<file path="src/rtl/chain_mixer_seq.sv">
// Sequencer for a chain of NUM_STAGES two-input mixers: per stage load reagent, mix, transfer downstream.
// Optional abort input/aborted flag enabled by defining CHAIN_MIXER_SEQ_ABORT_EN.
module chain_mixer_seq #(
    parameter int NUM_STAGES  = 96,
    parameter int CNT_W       = 16,
    parameter int LOAD_CYCLES = 8,
    parameter int XFER_CYCLES = 4,
    localparam int STAGE_W    = (NUM_STAGES > 1) ? $clog2(NUM_STAGES) : 1
) (
    input  logic                  clk,
    input  logic                  rst,
    input  logic                  start,
    input  logic [CNT_W-1:0]      mix_cycles,
    input  logic [NUM_STAGES-1:0] skip_mask,
`ifdef CHAIN_MIXER_SEQ_ABORT_EN
    input  logic                  abort,
    output logic                  aborted,
`endif
    output logic                  ready,
    output logic                  busy,
    output logic                  done,
    output logic [STAGE_W-1:0]    stage,
    output logic [NUM_STAGES-1:0] load_valve,
    output logic [NUM_STAGES-1:0] mix_en,
    output logic [NUM_STAGES-1:0] xfer_valve
);

    typedef enum logic [2:0] {
        S_IDLE,
        S_LOAD,
        S_MIX,
        S_XFER,
        S_DONE
    } state_t;

    localparam logic [CNT_W-1:0]   LOAD_INIT  = CNT_W'(LOAD_CYCLES - 1);
    localparam logic [CNT_W-1:0]   XFER_INIT  = CNT_W'(XFER_CYCLES - 1);
    localparam logic [STAGE_W-1:0] LAST_STAGE = STAGE_W'(NUM_STAGES - 1);

    state_t                  state;
    logic [CNT_W-1:0]        cnt;
    logic [CNT_W-1:0]        mix_q;
    logic [NUM_STAGES-1:0]   skip_q;
    logic [STAGE_W-1:0]      stage_nxt;
    logic [NUM_STAGES-1:0]   stage_onehot;
    logic                    cnt_zero;
    logic                    running;

    assign stage_nxt    = stage + STAGE_W'(1);
    assign stage_onehot = NUM_STAGES'(1) << stage;
    assign cnt_zero     = (cnt == '0);
    assign running      = (state == S_LOAD) || (state == S_MIX) || (state == S_XFER);

    always_ff @(posedge clk) begin
        if (rst) begin
            state  <= S_IDLE;
            stage  <= '0;
            cnt    <= '0;
            mix_q  <= '0;
            skip_q <= '0;
`ifdef CHAIN_MIXER_SEQ_ABORT_EN
            aborted <= 1'b0;
`endif
        end else begin
`ifdef CHAIN_MIXER_SEQ_ABORT_EN
            // Abort wins over any counter expiry in the same cycle.
            if (abort && running) begin
                state   <= S_IDLE;
                stage   <= '0;
                cnt     <= '0;
                aborted <= 1'b1;
            end else begin
`endif
            case (state)
                S_IDLE: begin
                    stage <= '0;
                    if (start) begin
                        mix_q  <= mix_cycles;
                        skip_q <= skip_mask;
`ifdef CHAIN_MIXER_SEQ_ABORT_EN
                        aborted <= 1'b0;
`endif
                        if (skip_mask[0]) begin
                            state <= S_XFER;
                            cnt   <= XFER_INIT;
                        end else begin
                            state <= S_LOAD;
                            cnt   <= LOAD_INIT;
                        end
                    end
                end
                S_LOAD: begin
                    if (cnt_zero) begin
                        if (mix_q == '0) begin
                            state <= S_XFER;
                            cnt   <= XFER_INIT;
                        end else begin
                            state <= S_MIX;
                            cnt   <= mix_q - CNT_W'(1);
                        end
                    end else begin
                        cnt <= cnt - CNT_W'(1);
                    end
                end
                S_MIX: begin
                    if (cnt_zero) begin
                        state <= S_XFER;
                        cnt   <= XFER_INIT;
                    end else begin
                        cnt <= cnt - CNT_W'(1);
                    end
                end
                S_XFER: begin
                    if (cnt_zero) begin
                        if (stage == LAST_STAGE) begin
                            state <= S_DONE;
                        end else begin
                            stage <= stage_nxt;
                            if (skip_q[stage_nxt]) begin
                                state <= S_XFER;
                                cnt   <= XFER_INIT;
                            end else begin
                                state <= S_LOAD;
                                cnt   <= LOAD_INIT;
                            end
                        end
                    end else begin
                        cnt <= cnt - CNT_W'(1);
                    end
                end
                S_DONE: begin
                    state <= S_IDLE;
                    stage <= '0;
                end
                default: begin
                    state <= S_IDLE;
                    stage <= '0;
                    cnt   <= '0;
                end
            endcase
`ifdef CHAIN_MIXER_SEQ_ABORT_EN
            end
`endif
        end
    end

    // Outputs are pure decodes of registered state, so no input reaches an output in the same cycle.
    assign ready      = (state == S_IDLE);
    assign busy       = running;
    assign done       = (state == S_DONE);
    assign load_valve = (state == S_LOAD) ? stage_onehot : '0;
    assign mix_en     = (state == S_MIX)  ? stage_onehot : '0;
    assign xfer_valve = (state == S_XFER) ? stage_onehot : '0;

endmodule

</file>
<file path="config.mk">
export PLATFORM = sky130hd
export DESIGN_NAME = chain_mixer_seq
export DESIGN_NICKNAME = d
export VERILOG_FILES = /design/src/rtl/chain_mixer_seq.sv
export SDC_FILE = /design/constraint.sdc
export NUM_CORES = 1
export LEC_CHECK = 0
export ABC_AREA = 1
export ABC_CLOCK_PERIOD_IN_PS = 2240
export BUFFER_PORTS_ARGS = -buffer_cell sky130_fd_sc_hd__buf_2
export CAP_MARGIN = 20
export CORE_AREA = 2 2 160 162
export CTS_CLUSTER_DIAMETER = 60
export DETAILED_ROUTE_END_ITERATION = 12
export DIE_AREA = 0 0 162 164
export GPL_ROUTABILITY_DRIVEN = 0
export HOLD_SLACK_MARGIN = 0.06
export PLACE_DENSITY = 0.7
export SLEW_MARGIN = 15
export SYNTH_ARGS = -nofsm -noshare
export SYNTH_HDL_FRONTEND = slang
export SYNTH_SLANG_ARGS = --single-unit
export TNS_END_PERCENT = 5
</file>
<file path="constraint.sdc">
create_clock -name clk -period 2.24 [get_ports clk]
set_clock_uncertainty 0.1 [all_clocks]
set_input_delay 0.448 -clock clk [delete_from_list [all_inputs] [get_ports clk]]
set_output_delay 0.448 -clock clk [all_outputs]
set_load 0.02 [all_outputs]
</file>
Word level (Yosys, flattened, before mapping)
Cells that the tools add are included.
- output and inout port bits: 298
- bits in registers: 138
- logic and storage cells: 59
- bitwise logic cells: 2
- $lt $le $gt $ge: 1
- shift-type cells: 1
- reductions and logical operators: 10
- eq/ne operators: 11
- muxes and demuxes: 26
- $add $sub $neg: 3
- operator list (operator ; number):
    two-way mux 96 bit ; 3
    two-way mux 16 bit ; 6
    << shifter 1 x 7 -> 96 bit, first input constant ; 1
    case mux 16 bit (5 select lines) ; 1
    zero test 16 bit ; 2
    subtractor 16 x 1 -> 16 bit, second input constant ; 2
    two-way mux 3 bit ; 7
    two-way mux 7 bit ; 2
    case mux 7 bit (2 select lines) ; 1
    case mux 3 bit (4 select lines) ; 1
    inequality test 2 bit, second input constant ; 5
    < comparator 7 x 8 -> 1 bit, second input constant ; 1
    adder 7 x 1 -> 7 bit, second input constant ; 1
    binary-select mux 1 bit (select 7 bit) ; 1
    equality test 7 bit, second input constant ; 1
    equality test 3 x 2 -> 1 bit, second input constant ; 2
    AND reduction 3 bit ; 2
    two-way mux 2 bit ; 2
    AND reduction 4 bit ; 1
    equality test 3 x 1 -> 1 bit, second input constant ; 1
    equality test 3 bit, second input constant ; 1
    zero test 3 bit ; 1
    inequality test 3 bit, second input constant ; 1
    logical OR 1 bit ; 2
    other kinds (4) ; 6

Longest topological paths before layout
Gate-level depths: netlist of run 1.
- depth in word-level cells: 7
- mapped depth: 17
- depth with buffers taken out: 15

Worst setup path before layout of run 1
OpenSTA, ideal clock, no wires.
- path type: flip-flop to flip-flop
- from: reg stage[2]
- to: reg state[1]
- path slack: -0.220 ns
- buffers on the path: 2
- stages on the path, launching flop included: 17
- setup time: 0.134 ns
- clock period less this slack: 2.460 ns
- required time: 2.006 ns
- arrival time: 2.226 ns
- cells stage by stage: dfxtp_1 > inv_1 > buf_1 > ha_1 > inv_1 > clkbuf_1 > nand3_1 > nand3_1 > nand3_1 > nand3_1 > nand2_1 > nand2_1 > nand2_1 > nand2_1 > nand2_1 > nand2_1 > a21oi_1
- longest elaborated chain between the ends: 7
- ends and longest elaborated chain (element ; line ; text):
    start: declaration ; 22 ; output logic [STAGE_W-1:0] stage,
    start signal: assignment ; 118 ; stage <= stage_nxt;
    adder 7 x 1 -> 7 bit ; 49 ; assign stage_nxt = stage + STAGE_W'(1);
    binary-select mux 1 bit (select 7 bit) ; 119 ; if (skip_q[stage_nxt]) begin
    two-way mux 1 bit (implied by the code) ; 119 ;
    two-way mux 2 bit ; 119 ;
    two-way mux 3 bit (*) ; 115 ; if (stage == LAST_STAGE) begin
    two-way mux 3 bit (*) ; 114 ; if (cnt_zero) begin
    case mux 3 bit (4 select lines) (*) ; 74 ; case (state)
    end signal: assignment ; 116 ; state <= S_DONE;
    end signal: assignment ; 120 ; state <= S_XFER;
    end signal: assignment ; 123 ; state <= S_LOAD;
    end: declaration ; 40 ; state_t state;
Mark *: on every way between the ends. The rest lies on a longest branch, timed or not. The select of a mux whose other input is x is not followed.
A chain may end at the register's enable or synchronous reset.

Worst setup path in the final report of run 1
- from: reg stage[0]
- to: out mix_en[24]
- longest elaborated chain between the ends: 2
- ends and longest elaborated chain (element ; line ; text):
    << shifter 1 x 7 -> 96 bit ; 50 ; assign stage_onehot = NUM_STAGES'(1) << stage;
    two-way mux 96 bit ; 152 ; assign mix_en = (state == S_MIX) ? stage_onehot : '0;
    end: declaration ; 24 ; output logic [NUM_STAGES-1:0] mix_en,
Every way passes these cells.

==> impl_metrics.tcl, run 1 <==
set metrics [dict create \
    status "finished with violations" \
    violations "negative setup slack" \
    cts_max_level 4 \
    final.period_utilization 1.12 \
    muxShareOfSynthArea 0 \
    worstPathArrival_ns 1.95 \
    path_class "reg2out" \
    nets 2008 \
    timing_worst_slew_pin_value_ns 0.452 \
    fin_ws_ns -0.260 \
    clock.fmax_mhz 400 \
    row_count 58 \
    synth_adder_area_share 0.0127 \
    grt_max_degree 74 \
    grt_pass1_vias 10547 \
    pre_cts_ws_ns -0.0542 \
    cp-start-kind "flop" \
    timing.reg2reg.setup_slack_ns 0.04 \
    setup_tns_ns -33.68 \
    netlist.area_leader.share 0.312 \
    critPathMaxFanout 5 \
    yosysTopAreaCell "dfxtp_1" \
    maxCapViolCount 0 \
    vdd_ir_drop_max_mv 0.698 \
    dp_cells 2179 \
    placed_area_sq_mm 0.0116 \
    dieArea_sq_mm 0.0266 \
    start_util 0.357 \
    setup_viol 284 \
    ys_warn_count 0 \
    ys.flop_type "dfxtp_1" \
    multi_input_area_sq_mm 0.00609 \
    final_cell_area_sq_mm 0.0144 \
    final.min_clock_period_ns 2.50 \
    area_growth_pct 62.3 \
    dieHeight_um 164 \
    relSlewSlack 0.698 \
    reg2reg_depth 15 \
    pin_count 413 \
    synth_edf_count 0 \
    avgSynthCellArea_sq_um 6.02 \
    avgRoutedWirePerCell_um 17.9 \
    synthSimpleGateAreaFrac 0.361 \
    netlist_area_sq_mm 0.00886 \
    synth-xor-area-share 0.0208 \
    ys_seq_elements 138 \
    total_power_mw 15.9 \
    synth_top_family_by_area "simple AND/OR/NAND/NOR gates" \
    hold_path_end "skip_q[81]" \
    overflow 0 \
    cts_inserted_buffers 17 \
    cp-end-kind "output port" \
    reg2reg_to "state[1]" \
    p_leak_nw 6.40 \
    grt_use_total 0.277 \
    dp_hpwl_um 28200 \
    drtAntennaViolNets 0 \
    synthArstFlopShare 0 \
    wirelength_um 39900 \
    syn_inst 1472 \
    clk_path_buf_depth 2 \
    drt_iter0_drc 790 \
    drv_slew 0 \
    remaining_drc_errors 0 \
    drive_gt1_frac 0.428 \
    dr.pass1.iters 5 \
    utilization 0.579 \
    cts.clk_slew.worst_paths_ns 0.06 \
    grt_pass1_wl_um 57600 \
    port_buffers 412 \
    clk_latency_ns 0.43 \
    synth_nets 1596 \
    regArea_sq_mm 0.00279 \
    cts_sinks 138 \
    num_vias 11639 \
    hp-class "in2reg" \
    crit-reg2reg-launch "stage[0]" \
    timing.hold.ws_ns 0.191 \
    hp-start "skip_mask[81]" \
    rsz0062_at_grt "true" \
    hold_viol_final 0 \
    yosysUniqueCellTypes 41 \
    holdPathStages 3 \
    die_width_um 162 \
    fin_cells 2228 \
    antenna_found_initial 1 \
    synth_compound_area_frac 0.172 \
    fp.coreArea_sq_mm 0.0248 \
    vias_per_cell 5.22 \
    synthTopCellsByArea "dfxtp_1, nor2_1, nand2_1, a21oi_1, nand3_1" \
    fillers 2336 \
    ys_seq_area_frac 0.312 \
    post-synth-top-count-cell "nor2_1" \
    worstPathRequired_ns 1.69 \
    ys_top_cells_by_count "nor2_1, nand2_1, inv_1" \
    p_per_area_mw_per_mm2 1110 \
    root_buffer "clkbuf_16" \
    cts_tree "built" \
]
==> report_power, final <==
part | leakage (nW) | switching (mW) | total (mW) | internal, mW
clock | 0.272 | 1.21 | 2.67 | 1.46
combinational | 4.99 | 6.30 | 9.58 | 3.28
sequential | 1.14 | 0.468 | 3.68 | 3.22
==> flip-flops by register name (all words and copies together), names as in the netlist <==
name    count
skip_q     96
stage       7
mix_q      16
cnt        16
state       3
==> final cells by class <==
class | instances | area share
repair buffers | 496 | 0.270
clock buffers | 17 | 0.0296
flip-flops and latches | 138 | 0.194
inverters | 158 | 0.0453
well taps | 330 | 0.0287
clock inverters | 15 | 0.00914
multi-input cells | 1073 | 0.424
diodes | 1 | 0.000174
==> per-layer routing <==
layer  vias up  global-route usage  routed length, um  share of wire
li1       5574                   -                  -              -
met1      5462               0.335              15700           0.39
met2       499               0.494              19900           0.50
met3       104              0.0371               2570          0.064
met4         0               0.114               1810          0.045
met5         -                   0                  0              0
==> worst max path at each step <==
stage	from	endpoint	slack, ns	cells past startpoint
global route	stage[0]	mix_en[35]	-0.35	8
detailed placement	stage[1]	state[1]	-0.05	15
CTS	stage[1]	load_valve[36]	-0.22	8
finish	stage[0]	mix_en[24]	-0.26	8
global placement	stage[1]	state[1]	-0.008	15
floorplan	stage[3]	load_valve[24]	-0.02	6
==> kinds of logic after synthesis <==
kind of cell | after synthesis
simple gates | 763
compound gates | 280
buf+inv | 261
flops | 138
xor+xnor | 21
fa+ha+maj | 9
==> repair_timing <==
item,in CTS,in global routing
hold buffers,0,0
resized for setup,435,218
gates cloned,3,1
setup endpoints to repair,290,307
buffers inserted,8,4
pin swaps,29,24
==> worst max-delay path, cell delays in order, from the launching register on <==
cell and delay (ns):
dfxtp_4 0.39, inv_6 0.09, ha_4 0.18, nand3_2 0.11, nor2_1 0.14, buf_4 0.16
inv_1 0.08, nor3_1 0.17, buf_2 0.20
==> placed cells by master, fill, tap and decap left out, types with 5 or more instances in the layout <==
| cell type | synthesis | layout |
|---|---|---|
| a211oi_1 | 9 | 7 |
| a21oi_1 | 136 | 136 |
| buf_12 | 0 | 16 |
| buf_2 | 17 | 163 |
| buf_4 | 3 | 243 |
| buf_6 | 8 | 68 |
| clkbuf_16 | 0 | 18 |
| clkinv_2 | 2 | 5 |
| clkinv_4 | 0 | 5 |
| dfxtp_1 | 138 | 128 |
| dfxtp_2 | 0 | 6 |
| ha_4 | 0 | 5 |
| inv_1 | 143 | 132 |
| inv_2 | 12 | 9 |
| inv_4 | 0 | 10 |
| inv_6 | 0 | 5 |
| nand2_1 | 246 | 171 |
| nand2_2 | 2 | 55 |
| nand2_4 | 0 | 20 |
| nand3_1 | 119 | 112 |
| nand3_2 | 3 | 7 |
| nand4_1 | 9 | 9 |
| nor2_1 | 332 | 227 |
| nor2_2 | 7 | 85 |
| nor2_4 | 5 | 32 |
| nor3_1 | 30 | 7 |
| nor3_2 | 1 | 19 |
| nor3_4 | 0 | 5 |
| o211ai_1 | 16 | 16 |
| o21ai_0 | 100 | 100 |
| o221ai_1 | 8 | 8 |
| xor2_1 | 20 | 20 |
Power figures use the tool's default switching activity.
==> run 2: changes to the inputs <==
--- a/config.mk
+++ b/config.mk
@@ -20,4 +20,3 @@
 export SYNTH_ARGS = -nofsm -noshare
 export SYNTH_HDL_FRONTEND = slang
 export SYNTH_SLANG_ARGS = --single-unit
-export TNS_END_PERCENT = 5
==> impl_metrics.tcl, run 2 (synthesized netlist as in run 1, its figures left out) <==
set metrics [dict create \
    status "finished with violations" \
    violations "negative setup slack" \
    cp_common_cell "ha_4" \
    reg_top3 "skip_q (96), cnt (16), mix_q (16)" \
    startpoint "stage[0]" \
    reg2reg_depth 12 \
    remaining_drc_errors 0 \
    utilization 0.633 \
    cts_inserted_buffers 17 \
    dieArea_sq_mm 0.0266 \
    clk_latency_ns 0.43 \
    final.min_clock_period_ns 2.58 \
    grt_pass1_vias 10848 \
    antenna_found_initial 1 \
    rsz0062_at_grt "true" \
    grt_use_total 0.292 \
    grt_max_degree 74 \
    cts_max_level 4 \
    cp_slowest_cell "dfxtp_4" \
    p_leak_nw 6.85 \
    pin_count 413 \
    cts_tree "built" \
    drt_iter0_drc 1030 \
    crit_cells 7 \
    nets 2032 \
    hp-class "in2reg" \
    die_width_um 162 \
    maxCapViolCount 0 \
    worstPathRequired_ns 1.69 \
    crit_buf_inv 2 \
    setup_viol 298 \
    path_class "reg2out" \
    port_buffers 412 \
    p_per_area_mw_per_mm2 1090 \
    drv_slew 0 \
    worstPathArrival_ns 2.04 \
    pre_cts_ws_ns -0.0542 \
    fin_ws_ns -0.344 \
    area_growth_pct 77.4 \
    grt_pass1_wl_um 60600 \
    num_vias 12105 \
    timing.reg2reg.setup_slack_ns -0.10 \
    relSlewSlack 0.699 \
    largest_reg_flops 96 \
    layout_commonest_cell "nor2_1" \
    cp-end-kind "output port" \
    total_power_mw 17.2 \
    overflow 0 \
    cts_sinks 138 \
    dr.pass1.iters 5 \
    cp-start-kind "flop" \
    vdd_ir_drop_max_mv 0.776 \
    timing_worst_slew_pin_value_ns 0.451 \
    row_count 58 \
    start_util 0.357 \
    drtAntennaViolNets 0 \
    regMostFlops "skip_q" \
    reg2reg_to "cnt[9]" \
    wirelength_um 44700 \
    crit_chain "ha_4 -> ha_4 -> inv_4 -> nor3_4 -> nand2_2 -> nor2_1 -> buf_4" \
    cp_top_family "simple AND/OR/NAND/NOR gates" \
    endpoint "load_valve[87]" \
    root_buffer "clkbuf_16" \
    final_cell_mix "nor2_1, buf_2, buf_4" \
    cts.clk_slew.worst_paths_ns 0.06 \
    hold_viol_final 0 \
    fp.coreArea_sq_mm 0.0248 \
    vias_per_cell 5.38 \
    final.period_utilization 1.15 \
    slowest_delay_ns 0.42 \
    fillers 2108 \
    avgRoutedWirePerCell_um 19.8 \
    dp_hpwl_um 28200 \
    drive_gt1_frac 0.460 \
    clk_path_buf_depth 2 \
    fin_cells 2252 \
    dp_cells 2179 \
    crit-reg2reg-launch "stage[0]" \
    clock.fmax_mhz 387 \
    dieHeight_um 164 \
    critPathMaxFanout 5 \
]
run 2: routing by layer:
metal	vias to the layer above	wire [um]	share of wire	track usage
met3	157	3150	0.071	0.0422
met5	-	0	0	0
li1	5627	-	-	-
met2	602	22000	0.49	0.521
met4	0	2390	0.054	0.139
met1	5719	17100	0.38	0.346
run 2: worst min-delay path by stage:
stage,from,end,cells past startpoint
2_1_floorplan,skip_q[0],skip_q[0],2
3_3_place_gp,skip_q[10],skip_q[10],2
3_5_place_dp,skip_q[4],skip_q[4],2
4_1_cts,skip_mask[67],skip_q[67],3
5_1_grt,skip_mask[81],skip_q[81],3
6_report,skip_mask[81],skip_q[81],3
run 2: repair_timing:
| item | 4_1_cts | 5_1_grt |
|---|---|---|
| pin swaps | 37 | 62 |
| gates resized for setup | 474 | 411 |
| setup buffers | 18 | 8 |
| endpoints found under the setup margin | 290 | 309 |
| hold endpoints to repair | 0 | 0 |
| hold buffers | 0 | 0 |
| gates cloned | 12 | 3 |
run 2: through the flow:
stage               area, sq um  TNS (ns)  hold slack, ns
finish                    15700    -46.43           0.190
global route              15700    -67.34           0.194
CTS                       14100    -38.99           0.184
detailed placement        11600    -0.226           0.343
global placement          11600   -0.0135           0.338
floorplan                  8860    -0.164           0.329
run 2: power by group:
part,internal [mW],switching (mW)
Combinational,3.80,7.04
Sequential,3.22,0.472
Clock,1.46,1.21
run 2: tightest hold or removal path, delay by kind of cell:
kind	cells	cell delay [ns]
compound gates	1	0.06
buf+inv	1	0.10
simple gates	1	0.07
run 2: cell type report:
type                            count  area (sq um)  area share
Multi-Input combinational cell   1073          6740       0.429
Timing Repair Buffer              520          4560       0.290
Sequential cell                   138          2790       0.177
Inverter                          158           656      0.0417
Clock buffer                       17           425      0.0271
Tap cell                          330           413      0.0263
Clock inverter                     15           131     0.00836
Antenna cell                        1          2.50    0.000159
==> run 3: changes to the inputs <==
--- a/config.mk
+++ b/config.mk
@@ -9,13 +9,15 @@
 export ABC_CLOCK_PERIOD_IN_PS = 2240
 export BUFFER_PORTS_ARGS = -buffer_cell sky130_fd_sc_hd__buf_2
 export CAP_MARGIN = 20
-export CORE_AREA = 2 2 160 162
+export CELL_PAD_IN_SITES_DETAIL_PLACEMENT = 0
+export CELL_PAD_IN_SITES_GLOBAL_PLACEMENT = 1
+export CORE_MARGIN = 2
+export CORE_UTILIZATION = 28
 export CTS_CLUSTER_DIAMETER = 60
 export DETAILED_ROUTE_END_ITERATION = 12
-export DIE_AREA = 0 0 162 164
 export GPL_ROUTABILITY_DRIVEN = 0
 export HOLD_SLACK_MARGIN = 0.06
-export PLACE_DENSITY = 0.7
+export PLACE_DENSITY = 0.81
 export SLEW_MARGIN = 15
 export SYNTH_ARGS = -nofsm -noshare
 export SYNTH_HDL_FRONTEND = slang
==> impl_metrics.tcl, run 3 (synthesized netlist as in run 1, its figures left out) <==
set metrics [dict create \
    status "finished with violations" \
    violations "negative setup slack" \
    port_buffers 412 \
    vdd_ir_drop_max_mv 0.626 \
    grt_use_total 0.247 \
    startpoint "stage[2]" \
    crit_chain "inv_2 -> buf_12 -> buf_4 -> nor4_4 -> buf_6 -> nand2_4 -> nor2_2 -> buf_6" \
    utilization 0.572 \
    worstPathArrival_ns 2.02 \
    slowest_delay_ns 0.36 \
    dieArea_sq_mm 0.0331 \
    multi_input_area_sq_mm 0.00771 \
    regArea_sq_mm 0.00280 \
    grt_pass1_wl_um 63800 \
    overflow 0 \
    regMostFlops "skip_q" \
    area_growth_pct 102 \
    cp_top_family "buffers and inverters" \
    rsz0062_at_grt "true" \
    path_class "reg2out" \
    drive_gt1_frac 0.520 \
    cts_sinks 138 \
    hold_viol_final 0 \
    reg2reg_to "cnt[2]" \
    remaining_drc_errors 0 \
    num_vias 12154 \
    relSlewSlack 0.684 \
    layout_commonest_cell "buf_6" \
    root_buffer "clkbuf_16" \
    start_util 0.283 \
    wirelength_um 46500 \
    vias_per_cell 5.09 \
    die_width_um 182 \
    route.met3.wl_um 2850 \
    endpoint "mix_en[21]" \
    drv_slew 0 \
    reg2reg_depth 14 \
    timing.hold.ws_ns 0.185 \
    grt_pass1_vias 11073 \
    hp-class "in2reg" \
    cts.clk_slew.worst_paths_ns 0.06 \
    fillers 2706 \
    fin_ws_ns -0.328 \
    drt-met1-wl_um 17900 \
    cts_inserted_buffers 17 \
    clock.fmax_mhz 389 \
    dp_hpwl_um 29200 \
    clk_path_buf_depth 2 \
    top_layer_used "met4" \
    cp_common_cell "buf_6" \
    p_leak_nw 7.33 \
    pre_cts_ws_ns -0.139 \
    row_count 65 \
    pin_count 413 \
    crit-reg2reg-launch "stage[0]" \
    cp-end-kind "output port" \
    wl_met2_um 23600 \
    setup_viol 295 \
    nets 2095 \
    crit_buf_inv 5 \
    reg_top3 "skip_q (96), cnt (16), mix_q (16)" \
    p_per_area_mw_per_mm2 1090 \
    cts_max_level 4 \
    avgRoutedWirePerCell_um 19.5 \
    largest_reg_flops 96 \
    dieHeight_um 182 \
    maxCapViolCount 0 \
    worstPathRequired_ns 1.69 \
    drt_iter0_drc 705 \
    cp-start-kind "flop" \
    clk_latency_ns 0.43 \
    final.period_utilization 1.15 \
    dr.pass1.iters 5 \
    critPathMaxFanout 12 \
    grt_max_degree 56 \
    cts_tree "built" \
    final.min_clock_period_ns 2.57 \
    fp.coreArea_sq_mm 0.0313 \
    timing.reg2reg.setup_slack_ns -0.11 \
    crit_cells 8 \
    final_cell_mix "buf_6, buf_4, nor2_4" \
    hp-start "skip_mask[47]" \
    timing_worst_slew_pin_value_ns 0.475 \
    drtAntennaViolNets 0 \
    antenna_found_initial 1 \
    cp_slowest_cell "dfxtp_4" \
]
-- run 3: worst min path at each step --
stage                 end  cells past startpoint
2_1_floorplan   skip_q[0]                      2
3_3_place_gp   skip_q[61]                      2
3_5_place_dp   skip_q[14]                      2
4_1_cts        skip_q[67]                      3
5_1_grt        skip_q[47]                      3
6_report       skip_q[47]                      3
-- run 3: tightest hold or removal path, stage by stage --
cell and delay, ns:
buf_2 0.10, nand3_1 0.07, a21oi_1 0.06
-- run 3: power by group --
| group | total (mW) | leakage (nW) | switching, mW | internal (mW) |
|---|---|---|---|---|
| combinational | 12.7 | 5.87 | 7.93 | 4.76 |
| clock | 3.06 | 0.311 | 1.18 | 1.89 |
| sequential | 3.69 | 1.14 | 0.465 | 3.23 |
-- run 3: per-stage QoR --
| step | area, sq um | TNS (ns) | total power, mW | std cells |
|---|---|---|---|---|
| floorplan | 8860 | -0.164 | 9.01 | 1472 |
| global placement | 11800 | -0.477 | 11.8 | 2269 |
| detailed placement | 11800 | -2.31 | 11.9 | 2269 |
| CTS | 15200 | -52.54 | 17.6 | 2355 |
| global route | 17900 | -75.65 | 20.6 | 2387 |
| finish | 17900 | -52.52 | 19.5 | 2387 |
-- run 3: cell type report --
type / instances / share of cell area
antenna: 1 / 0.000140
tap: 402 / 0.0281
clock inverter: 15 / 0.0118
timing repair buffer: 582 / 0.313
clock buffer: 17 / 0.0238
sequential: 138 / 0.156
inverter: 158 / 0.0364
multi-input combinational: 1074 / 0.431
-- run 3: routing by layer --
metal	track usage	vias up
met2	0.448	520
li1	-	5784
met1	0.296	5726
met5	0	-
met3	0.0309	124
met4	0.0984	0
-- run 3: what timing repair did --
item,CTS,global route
pin swaps,50,69
endpoints found under the setup margin,292,315
gates cloned,15,3
buffers inserted,39,29
hold buffers,0,0
endpoints found under the hold margin,0,0
gates resized for setup,612,608
